**config.mk**
```make
export PLATFORM = sky130hd
export DESIGN_NAME = laser_host
export DESIGN_NICKNAME = d
export VERILOG_FILES = /design/src/rtl/laser_host.sv
export SDC_FILE = /design/constraint.sdc
export NUM_CORES = 1
export LEC_CHECK = 0
export ABC_CLOCK_PERIOD_IN_PS = 3120
export CORE_AREA = 2 2 163 165
export DETAILED_ROUTE_END_ITERATION = 10
export DIE_AREA = 0 0 165 167
export PLACE_DENSITY = 0.79
export REMOVE_ABC_BUFFERS = 1
export SYNTH_ARGS = -nofsm -noshare
export SYNTH_HDL_FRONTEND = slang
export SYNTH_SLANG_ARGS = --single-unit
```
**constraint.sdc**
```tcl
create_clock -name CLK -period 3.12 [get_ports CLK]
set_input_delay 0.624 -clock CLK [delete_from_list [all_inputs] [get_ports CLK]]
set_output_delay 0.624 -clock CLK [all_outputs]
set_load 0.02 [all_outputs]
```
**src/rtl/laser_host.sv**
```systemverilog
// Host-side driver for the two-circle LASER core: loads a point pattern, streams it, waits for DONE, scores coverage.
// Define LASER_HOST_SCORE_EN to build the SCORE state and distance logic; otherwise cover_cnt is tied to zero.
module laser_host #(
`ifdef LASER_HOST_SCORE_EN
  parameter int RADIUS_SQ = 16,
`endif
  parameter int NPTS      = 40,
  parameter int TIMEOUT   = 4096
) (
  input  logic       CLK,
  input  logic       RST_N,
  input  logic       load_we,
  input  logic [5:0] load_addr,
  input  logic [3:0] load_x,
  input  logic [3:0] load_y,
  input  logic       start,
  output logic       laser_rst,
  output logic [3:0] X,
  output logic [3:0] Y,
  input  logic [3:0] C1X,
  input  logic [3:0] C1Y,
  input  logic [3:0] C2X,
  input  logic [3:0] C2Y,
  input  logic       DONE,
  output logic       busy,
  output logic       res_valid,
  output logic [5:0] cover_cnt,
  output logic [3:0] c1x,
  output logic [3:0] c1y,
  output logic [3:0] c2x,
  output logic [3:0] c2y,
  output logic       timeout,
  output logic       proto_err
);

  localparam logic [2:0] S_IDLE   = 3'd0;
  localparam logic [2:0] S_RSTP   = 3'd1;
  localparam logic [2:0] S_GAP    = 3'd2;
  localparam logic [2:0] S_STREAM = 3'd3;
  localparam logic [2:0] S_WAIT   = 3'd4;
  localparam logic [2:0] S_SCORE  = 3'd5;
  localparam logic [2:0] S_REPORT = 3'd6;

  localparam int TW = $clog2(TIMEOUT + 1);
  localparam logic [5:0]    LAST     = 6'(NPTS - 1);
  localparam logic [TW-1:0] TMR_LOAD = TW'(TIMEOUT - 1);
  localparam logic [TW-1:0] TMR_ONE  = TW'(1);

  logic [2:0]    state, state_n;
  logic [5:0]    idx, idx_n;
  logic [TW-1:0] tmr, tmr_n;
  logic          to_n;
  logic          start_ok;
  logic [3:0]    mem_x [NPTS];
  logic [3:0]    mem_y [NPTS];

  assign start_ok = start && (state == S_IDLE);

  // Pattern memory is deliberately not reset so a mid-run reset keeps the loaded pattern.
  always_ff @(posedge CLK) begin
    if (load_we && (state == S_IDLE) && (load_addr < 6'(NPTS))) begin
      mem_x[load_addr] <= load_x;
      mem_y[load_addr] <= load_y;
    end
  end

  always_comb begin
    state_n = state;
    idx_n   = idx;
    tmr_n   = tmr;
    to_n    = 1'b0;
    case (state)
      S_IDLE:   if (start) state_n = S_RSTP;
      S_RSTP:   state_n = S_GAP;
      S_GAP: begin
        state_n = S_STREAM;
        idx_n   = 6'd0;
      end
      S_STREAM: begin
        if (idx == LAST) begin
          state_n = S_WAIT;
          tmr_n   = TMR_LOAD;
        end else begin
          idx_n = idx + 6'd1;
        end
      end
      S_WAIT: begin
        if (DONE) begin
`ifdef LASER_HOST_SCORE_EN
          state_n = S_SCORE;
          idx_n   = 6'd0;
`else
          state_n = S_REPORT;
`endif
        end else if (tmr == '0) begin
          state_n = S_REPORT;
          to_n    = 1'b1;
        end else begin
          tmr_n = tmr - TMR_ONE;
        end
      end
`ifdef LASER_HOST_SCORE_EN
      S_SCORE: begin
        if (idx == LAST) state_n = S_REPORT;
        else             idx_n   = idx + 6'd1;
      end
`endif
      S_REPORT: state_n = S_IDLE;
      default:  state_n = S_IDLE;
    endcase
  end

  // Outputs are registered from the next state so they line up with the state they belong to.
  always_ff @(posedge CLK or negedge RST_N) begin
    if (!RST_N) begin
      state     <= S_IDLE;
      idx       <= 6'd0;
      tmr       <= '0;
      laser_rst <= 1'b0;
      busy      <= 1'b0;
      res_valid <= 1'b0;
      timeout   <= 1'b0;
      X         <= 4'd0;
      Y         <= 4'd0;
      c1x       <= 4'd0;
      c1y       <= 4'd0;
      c2x       <= 4'd0;
      c2y       <= 4'd0;
      proto_err <= 1'b0;
    end else begin
      state     <= state_n;
      idx       <= idx_n;
      tmr       <= tmr_n;
      laser_rst <= (state_n == S_RSTP);
      busy      <= (state_n != S_IDLE);
      res_valid <= (state_n == S_REPORT);
      timeout   <= (state_n == S_REPORT) && to_n;
      X         <= (state_n == S_STREAM) ? mem_x[idx_n] : 4'd0;
      Y         <= (state_n == S_STREAM) ? mem_y[idx_n] : 4'd0;
      if ((state == S_WAIT) && DONE) begin
        c1x <= C1X;
        c1y <= C1Y;
        c2x <= C2X;
        c2y <= C2Y;
      end
      if (DONE && (state != S_WAIT)) proto_err <= 1'b1;
      else if (start_ok)             proto_err <= 1'b0;
    end
  end

`ifdef LASER_HOST_SCORE_EN
  logic [5:0] acc, acc_n;
  logic       hit;

  // Squared distance is kept to 8 bits, matching the core's own arithmetic.
  function automatic logic in_circle(input logic [3:0] px, input logic [3:0] py,
                                     input logic [3:0] cx, input logic [3:0] cy);
    logic [7:0] dx, dy, sq;
    dx = {4'd0, (px >= cx) ? (px - cx) : (cx - px)};
    dy = {4'd0, (py >= cy) ? (py - cy) : (cy - py)};
    sq = dx * dx + dy * dy;
    return sq <= 8'(RADIUS_SQ);
  endfunction

  assign hit   = in_circle(mem_x[idx], mem_y[idx], c1x, c1y) ||
                 in_circle(mem_x[idx], mem_y[idx], c2x, c2y);
  assign acc_n = (state == S_SCORE) ? acc + {5'd0, hit} : acc;

  always_ff @(posedge CLK or negedge RST_N) begin
    if (!RST_N) begin
      acc       <= 6'd0;
      cover_cnt <= 6'd0;
    end else begin
      if (start_ok) acc <= 6'd0;
      else          acc <= acc_n;
      if (state_n == S_REPORT) cover_cnt <= to_n ? 6'd0 : acc_n;
    end
  end
`else
  assign cover_cnt = 6'd0;
`endif

endmodule
```
---- Word-level counts from Yosys, hierarchy flattened ----
Memory sizes are Yosys's and may differ from the RTL's.
Cells that the tools add are included.
word-level totals
  input bits .............................. 35
  logic and storage cells ................. 63
  bits in writable memories ............... 320
  register bits after elaboration ......... 51
  memories kept ........................... 2
  output and inout port bits .............. 35
memories
  memory  depth  bits a word  rd ports  clocked after Yosys merged registers in  wr ports  line  RTL
  mem_x   40     4            1         0                                        1         54    logic [3:0] mem_x [NPTS];
  mem_y   40     4            1         0                                        1         55    logic [3:0] mem_y [NPTS];
operators by class
  magnitude comparators ................... 1
  reductions and logical operators ........ 12
  add/subtract/negate cells ............... 2
  equal/unequal tests ..................... 12
  mux-type cells .......................... 20
operators by type and width
  kind                                                number
  two-way mux 13 bit                                  3
  case mux 13 bit (2 select lines)                    1
  case mux 3 bit (5 select lines)                     1
  zero test 13 bit                                    1
  subtractor 13 x 1 -> 13 bit, second input constant  1
  two-way mux 3 bit                                   4
  case mux 6 bit (2 select lines)                     1
  == test 3 x 2 -> 1 bit, second input constant       3
  two-way mux 4 bit                                   2
  two-way mux 1 bit                                   7
  adder 6 x 1 -> 6 bit, second input constant         1
  == test 3 x 1 -> 1 bit, second input constant       2
  == test 3 bit, second input constant                2
  == test 6 bit, second input constant                1
  logical AND 1 bit                                   6
  less-than comparator 6 bit, second input constant   1
  two-way mux 6 bit                                   1
  != test 2 bit, second input constant                3
  AND reduction 4 bit                                 1
  nonzero test 2 bit                                  2
  zero test 3 bit                                     1
  != test 3 bit, second input constant                1
  nonzero test 3 bit                                  1

---- Longest topological paths before layout ----
Gate-level depths: netlist of run 1.
  depth after elaboration ................. 6
  mapped depth ............................ 12
  depth with buffers taken out ............ 9

---- Worst setup path after synthesis of run 1 ----
No wires, ideal clock.
  path type ............................... register to register
  from .................................... register idx[0]
  to ...................................... register Y[2]
  setup slack ............................. 0.662 ns
  clock period less this slack ............ 2.458 ns
  buffers on the path ..................... 2
  arrival ................................. 2.325 ns
  required time ........................... 2.987 ns
  setup time .............................. 0.133 ns
  cell stages (with the launch flop) ...... 11
  path through ............................ dfrtp_1 ha_1 and2_1 buf_2 a32o_2 nor2_4 buf_4 mux2_1 a221o_1 o21ai_1 a2111oi_2
on the way
  cells in the longest elaborated chain, start to end .. 5
  elaborated cells on any way between the ends .. 9
  those cells by class .................... 1 x add/sub; 2 x eq/ne; 5 x mux; 1 x memory
RTL lines
  what                                                                                line    RTL
  from (decl)                                                                         50      logic [5:0] idx, idx_n;
  from (signal assigned)                                                              132     idx <= idx_n;
  adder 6 x 1 -> 6 bit or == test 6 bit (tied branches)                               84, 80
  two-way mux 6 bit or two-way mux 3 bit (tied branches)                              80      if (idx == LAST) begin
  case mux 6 bit (2 select lines) or case mux 3 bit (5 select lines) (tied branches)  72      case (state)
  memory read (40 x 4 bit) or == test 3 x 2 -> 1 bit (tied branches)                  n/a
  two-way mux 4 bit (*)                                                               139     Y <= (state_n == S_STREAM) ? mem_y[idx_n] : 4'd0;
  to (signal assigned)                                                                139
  to (decl)                                                                           19      output logic [3:0] Y,
Mark *: on every way between the ends. The rest lies on a longest branch, timed or not.
A chain may end at the register's enable or synchronous reset.

---- Worst setup path after layout of run 1 ----
Ends and elaborated chain as after synthesis.

==> flow_summary.json, run 1 <==
{
  "cp.required_ns": 3.51,
  "finalPower_w": 0.0174,
  "r2r_start": "idx[0]",
  "antenna_found_initial": 0,
  "fmax_mhz": 329,
  "setup_slack_ns": 0.0819,
  "grt_overflow_total": 0,
  "crit_type": "reg -> reg",
  "power_switching_w": 0.00648,
  "rr_endpoint": "Y[2]",
  "vias": 9884,
  "switching_share": 0.372,
  "finClkSkew_ns": 0.0205,
  "pre_cts_slack_ns": 0.0641,
  "relSlewSlack": 0.337,
  "io_pins": 70,
  "clockRootBuffer": "clkbuf_16",
  "post-cts-setup-buffers": 0,
  "synth.avg_cell_area_um2": 14.3,
  "yosys.area.top_type": "edfxtp_1",
  "drt_iter0_drc": 1193,
  "stdcell_count": 1550,
  "cts_sinks": 371,
  "port-buffer-count": 63,
  "grt_util_all_layers": 0.275,
  "synth-edff-count": 320,
  "yosys-top-cells-area": "edfxtp_1 (63%), dfrtp_1 (8.3%), a211oi_1 (4.2%)",
  "crit_path_start": "idx[0]",
  "yosys.area_share.simple": 0.116,
  "critical_path_arrival_ns": 3.43,
  "tightest_slew_ns": 0.995,
  "grt_pass1_wl_um": 56600,
  "seq_area_frac_synth": 0.712,
  "grt_max_degree": 75,
  "status": "completed",
  "regArea_um2": 10900,
  "clockBufferDepth": 3,
  "worstSkewPairLatency_ns": 0.52,
  "cts_tree": "built",
  "cts-resized-gates": 0,
  "ys_top_cells_by_count": "edfxtp_1 (320), nand2_1 (100), and3_1 (89)",
  "hold_violations": 0,
  "power_frac_comb": 0.406,
  "synth_top_family_by_area": "simple AND/OR/NAND/NOR gates",
  "antennaDiodeCount": 0,
  "async_flop_share": 0.137,
  "drt_first_pass_iters": 7,
  "reg2reg_slack_ns": 0.08,
  "cts-buffers-inserted": 38,
  "clkTransAtPathRegs_ns": 0.06,
  "setup_viol": 0,
  "fin_nets": 1223,
  "p_leak_nw": 6.42,
  "die_area_um2": 27600,
  "synthDistinctLibCells": 70,
  "nFillCells": 1642,
  "clock_power_share": 0.267,
  "worst_setup_path_start_kind": "flip-flop",
  "fp.dieW_um": 165,
  "htreeDepth": 2,
  "synth_xor_area_frac": 0.00515,
  "hold_buffers": 0,
  "initial_core_util": 0.594,
  "syn_inst": 1066,
  "wl_um": 37200,
  "r2r_cells": 11,
  "synth_fa_ha_area_frac": 0.00164,
  "finalCritPeriodShare": 0.974,
  "cp_max_fo": 36,
  "wl_per_cell_um": 24.0,
  "ys_warn_count": 0,
  "multi_input_area_um2": 4050,
  "p_int_w": 0.0109,
  "ir_drop_mv": 0.901,
  "layout_min_cycle_time_ns": 3.04,
  "fp.dieH_um": 167,
  "critPathCaptureType": "flip-flop",
  "vias_per_cell": 6.38,
  "synth-compound-area-share": 0.105,
  "synth-main-ff-cell": "edfxtp_1",
  "hold_class": "in -> async",
  "antenna_left": 0,
  "seqPwrFrac": 0.327,
  "layout-drive-gt1-share": 0.158,
  "slew_viol_final": 0,
  "ys_ff_latch": 371,
  "muxShareOfSynthArea": 0.0309,
  "placed_cells": 1481,
  "max-cap-violations": 0,
  "synthToLayoutAreaGrowth_pct": 17.8,
  "syn_area_um2": 15300,
  "p_per_area_nw_per_um2": 966,
  "rows": 59,
  "drc": 0,
  "core_area_um2": 25800,
  "place.gp.congestion": 0.877,
  "grt_pass1_vias": 9620,
  "synth_top_area_frac": 0.628,
  "yosysMostFrequentCell": "edfxtp_1",
  "place.detailed.hpwl_um": 23400
}
==> kinds of logic (layout without fill, tap and decap cells) <==
logic type	count (synthesis)	in the layout
other cells	1	6
fa+ha+maj	2	2
xor+xnor	9	9
compound gates	216	216
flops	371	371
buf+inv	82	226
simple gates	341	341
mux	44	44
==> state kept, by name, summed over array words and instances (netlist names), 3 cells and up <==
signal and flops:
X 4, Y 4, c1x 4, c1y 4, c2x 4, c2y 4, idx 6, mem_x 160
mem_y 160, state 3, tmr 13
==> layer usage <==
layer  wire, um  up-vias  track usage
met3       3380       81       0.0471
met2      18300      539        0.452
met4       1200        0       0.0926
met1      14300     4871        0.375
met5          0        -            0
li1           -     4393            -
==> power groups by stage <==
stage | Sequential (W) | Combinational (W) | Clock, W
detailed placement | 0.00579 | 0.00675 | 0
floorplan | 0.00582 | 0.00396 | 0
global route | 0.00570 | 0.00748 | 0.00489
finish | 0.00569 | 0.00706 | 0.00465
global placement | 0.00578 | 0.00661 | 0
CTS | 0.00568 | 0.00684 | 0.00468
==> placed cells by master (no fill, tap or decap), types with 7 or more instances in the layout <==
master and count:
a211oi_1 86, a21oi_1 11, a31oi_1 14, a32oi_1 19, and3_1 89, buf_4 78
clkbuf_1 11, clkbuf_16 39, clkdlybuf4s50_1 62, dfrtp_1 51, edfxtp_1 320, mux2_2 22
mux2i_1 20, nand2_1 100, nand3_1 31, nand3b_1 7, nand4_1 13, nor2_1 54
nor3_1 7, o21ai_0 23, o21bai_1 19, xnor2_1 7
==> worst max-delay path, stage by stage, from the launching register on <==
cell	delay [ns]
dfrtp_1	0.47
ha_1	0.28
and2_2	0.28
a32o_2	0.32
nor2_4	0.07
inv_4	0.10
buf_12	0.20
buf_4	0.25
o211ai_1	0.15
a32oi_1	0.22
o22ai_1	0.14
a2111oi_2	0.41
==> worst max-delay path by stage <==
stage	to	slack (ns)	depth (start not counted)
final	Y[2]	0.08	11
after global routing	X[3]	-0.02	10
after CTS	Y[2]	0.05	10
after detailed placement	X[0]	0.06	10
after global placement	X[0]	0.22	10
after floorplan	Y[2]	-1.59	8
==> per-stage QoR <==
step / setup TNS, ns / hold slack, ns / util / instance area (um^2)
finish: 0 / 0.0388 / 0.699 / 18000
global route: -0.0158 / 0.0720 / 0.699 / 18000
CTS: 0 / 0.0490 / 0.697 / 18000
detailed placement: 0 / 0.456 / 0.647 / 16700
global placement: 0 / 0.448 / 0.647 / 16700
floorplan: -11.07 / 0.328 / - / 14900
==> final cells by class <==
class	count	area share
clock inverter	17	0.0135
sequential	371	0.604
inverter	10	0.00229
timing repair buffer	147	0.0738
clock buffer	52	0.0580
multi-input combinational	618	0.225
tap	335	0.0233
Power figures use the tool's default switching activity.
==> run 2, diff against run 1 <==
--- a/config.mk
+++ b/config.mk
@@ -5,7 +5,7 @@
 export SDC_FILE = /design/constraint.sdc
 export NUM_CORES = 1
 export LEC_CHECK = 0
-export ABC_CLOCK_PERIOD_IN_PS = 3120
+export ABC_CLOCK_PERIOD_IN_PS = 3780
 export CORE_AREA = 2 2 163 165
 export DETAILED_ROUTE_END_ITERATION = 10
 export DIE_AREA = 0 0 165 167
==> constraint.sdc (replaced) <==
create_clock -name CLK -period 3.78 [get_ports CLK]
set_input_delay 0.756 -clock CLK [delete_from_list [all_inputs] [get_ports CLK]]
set_output_delay 0.756 -clock CLK [all_outputs]
set_load 0.02 [all_outputs]
==> flow_summary.json, run 2 (same netlist as run 1, synthesis figures left out) <==
{
  "ir_drop_mv": 0.612,
  "status": "completed",
  "rows": 59,
  "clockRootBuffer": "clkbuf_16",
  "final_cell_mix": "edfxtp_1 (320), nand2_1 (100), and3_1 (89)",
  "grt_overflow_total": 0,
  "antennaDiodeCount": 0,
  "synthToLayoutAreaGrowth_pct": 14.4,
  "worst_setup_path_start_kind": "flip-flop",
  "die_area_um2": 27600,
  "grt_pass1_wl_um": 54200,
  "max-cap-violations": 0,
  "cts_sinks": 371,
  "finalCritPeriodShare": 0.890,
  "grt_pass1_vias": 9513,
  "layout.cells.most_common": "edfxtp_1",
  "place.gp.congestion": 0.851,
  "layout_min_cycle_time_ns": 3.36,
  "drc": 0,
  "finalPower_w": 0.0138,
  "grt_max_degree": 62,
  "layout-drive-gt1-share": 0.119,
  "critPathCaptureType": "flip-flop",
  "hold_class": "in -> async",
  "tightest_slew_ns": 0.926,
  "r2r_start": "idx[0]",
  "hold_buffers": 0,
  "clockBufferDepth": 3,
  "wl_per_cell_um": 23.7,
  "place.detailed.hpwl_um": 21900,
  "fp.dieH_um": 167,
  "antenna_left": 0,
  "fp.dieW_um": 165,
  "r2r_cells": 10,
  "htreeDepth": 2,
  "cts-resized-gates": 0,
  "hold_violations": 0,
  "fin_nets": 1176,
  "cp.required_ns": 4.18,
  "port-buffer-count": 63,
  "setup_viol": 0,
  "post-cts-setup-buffers": 0,
  "relSlewSlack": 0.380,
  "vias": 9646,
  "io_pins": 70,
  "grt_util_all_layers": 0.262,
  "cts_tree": "built",
  "initial_core_util": 0.594,
  "crit_type": "reg -> reg",
  "cp_max_fo": 41,
  "fmax_mhz": 297,
  "drt_first_pass_iters": 6,
  "p_per_area_nw_per_um2": 787,
  "clkTransAtPathRegs_ns": 0.06,
  "finClkSkew_ns": 0.0140,
  "vias_per_cell": 6.42,
  "drt_iter0_drc": 1275,
  "core_area_um2": 25800,
  "hold_ws_ns": 0.366,
  "critical_path_arrival_ns": 3.77,
  "worstSkewPairLatency_ns": 0.54,
  "crit_path_start": "idx[0]",
  "wl_um": 35600,
  "antenna_found_initial": 1,
  "cts-buffers-inserted": 38,
  "p_leak_nw": 6.10,
  "top_regs": "mem_x x160, mem_y x160, tmr x13",
  "slew_viol_final": 0,
  "rsz0062_at_grt": "false"
}
run 2: changes by cell type in the layout (fill, tap and decap cells not counted), moves of 2 or more:
| cell | before | now |
|---|---|---|
| buf_4 | 78 | 32 |
| clkbuf_1 | 11 | 9 |
| bufinv_16 | 6 | 2 |
| clkinvlp_4 | 0 | 2 |
| nor4_1 | 5 | 7 |
| nor4_2 | 3 | 1 |
| clkinv_1 | 5 | 9 |
run 2: worst paths after layout:
kind | slack, ns | endpoint
max | 0.42 | X[2]
min | 0.37 | tmr[11]
max reg2reg | 0.42 | X[2]
min reg2reg | 0.45 | timeout
max in group asynchronous | 2.69 | c2x[0]
min in group CLK | 0.45 | timeout
run 2: worst max-delay path, cell delays in order (launching register included):
cell and delay (ns):
dfrtp_1 0.47, ha_1 0.27, and2_1 0.33, a32o_2 0.31, nor2_4 0.06, inv_4 0.39
buf_12 0.28, a211oi_1 0.14, o21bai_1 0.28, nand4_1 0.31, nor4_1 0.36
run 2: metal layers:
layer	wire, um	GRT usage
met2	16600	0.405
met1	13800	0.363
met5	0	0
met3	3670	0.0555
met4	1510	0.113
run 2: area by class of cell:
class	count	area [um^2]
Inverter	10	40.0
Clock buffer	48	998
Fill cell	1724	8270
Timing Repair Buffer	100	966
Tap cell	335	419
Clock inverter	21	168
Sequential cell	371	10900
Multi-Input combinational cell	618	4020
run 2: power breakdown:
part | switching [W] | internal, W
Clock | 0.00151 | 0.00202
Combinational | 0.00363 | 0.00193
Sequential | 0.000121 | 0.00457
run 2: metrics by stage:
stage / utilization / setup WS (ns) / setup TNS [ns] / cells / instance area [um^2]
2_1_floorplan: - / -0.934 / -5.79 / 999 / 14900
6_report: 0.679 / 0.416 / 0 / 1503 / 17500
5_1_grt: 0.679 / 0.229 / 0 / 1503 / 17500
3_5_place_dp: 0.634 / 0.498 / 0 / 1434 / 16300
4_1_cts: 0.679 / 0.485 / 0 / 1503 / 17500
3_3_place_gp: 0.634 / 0.616 / 0 / 1434 / 16300
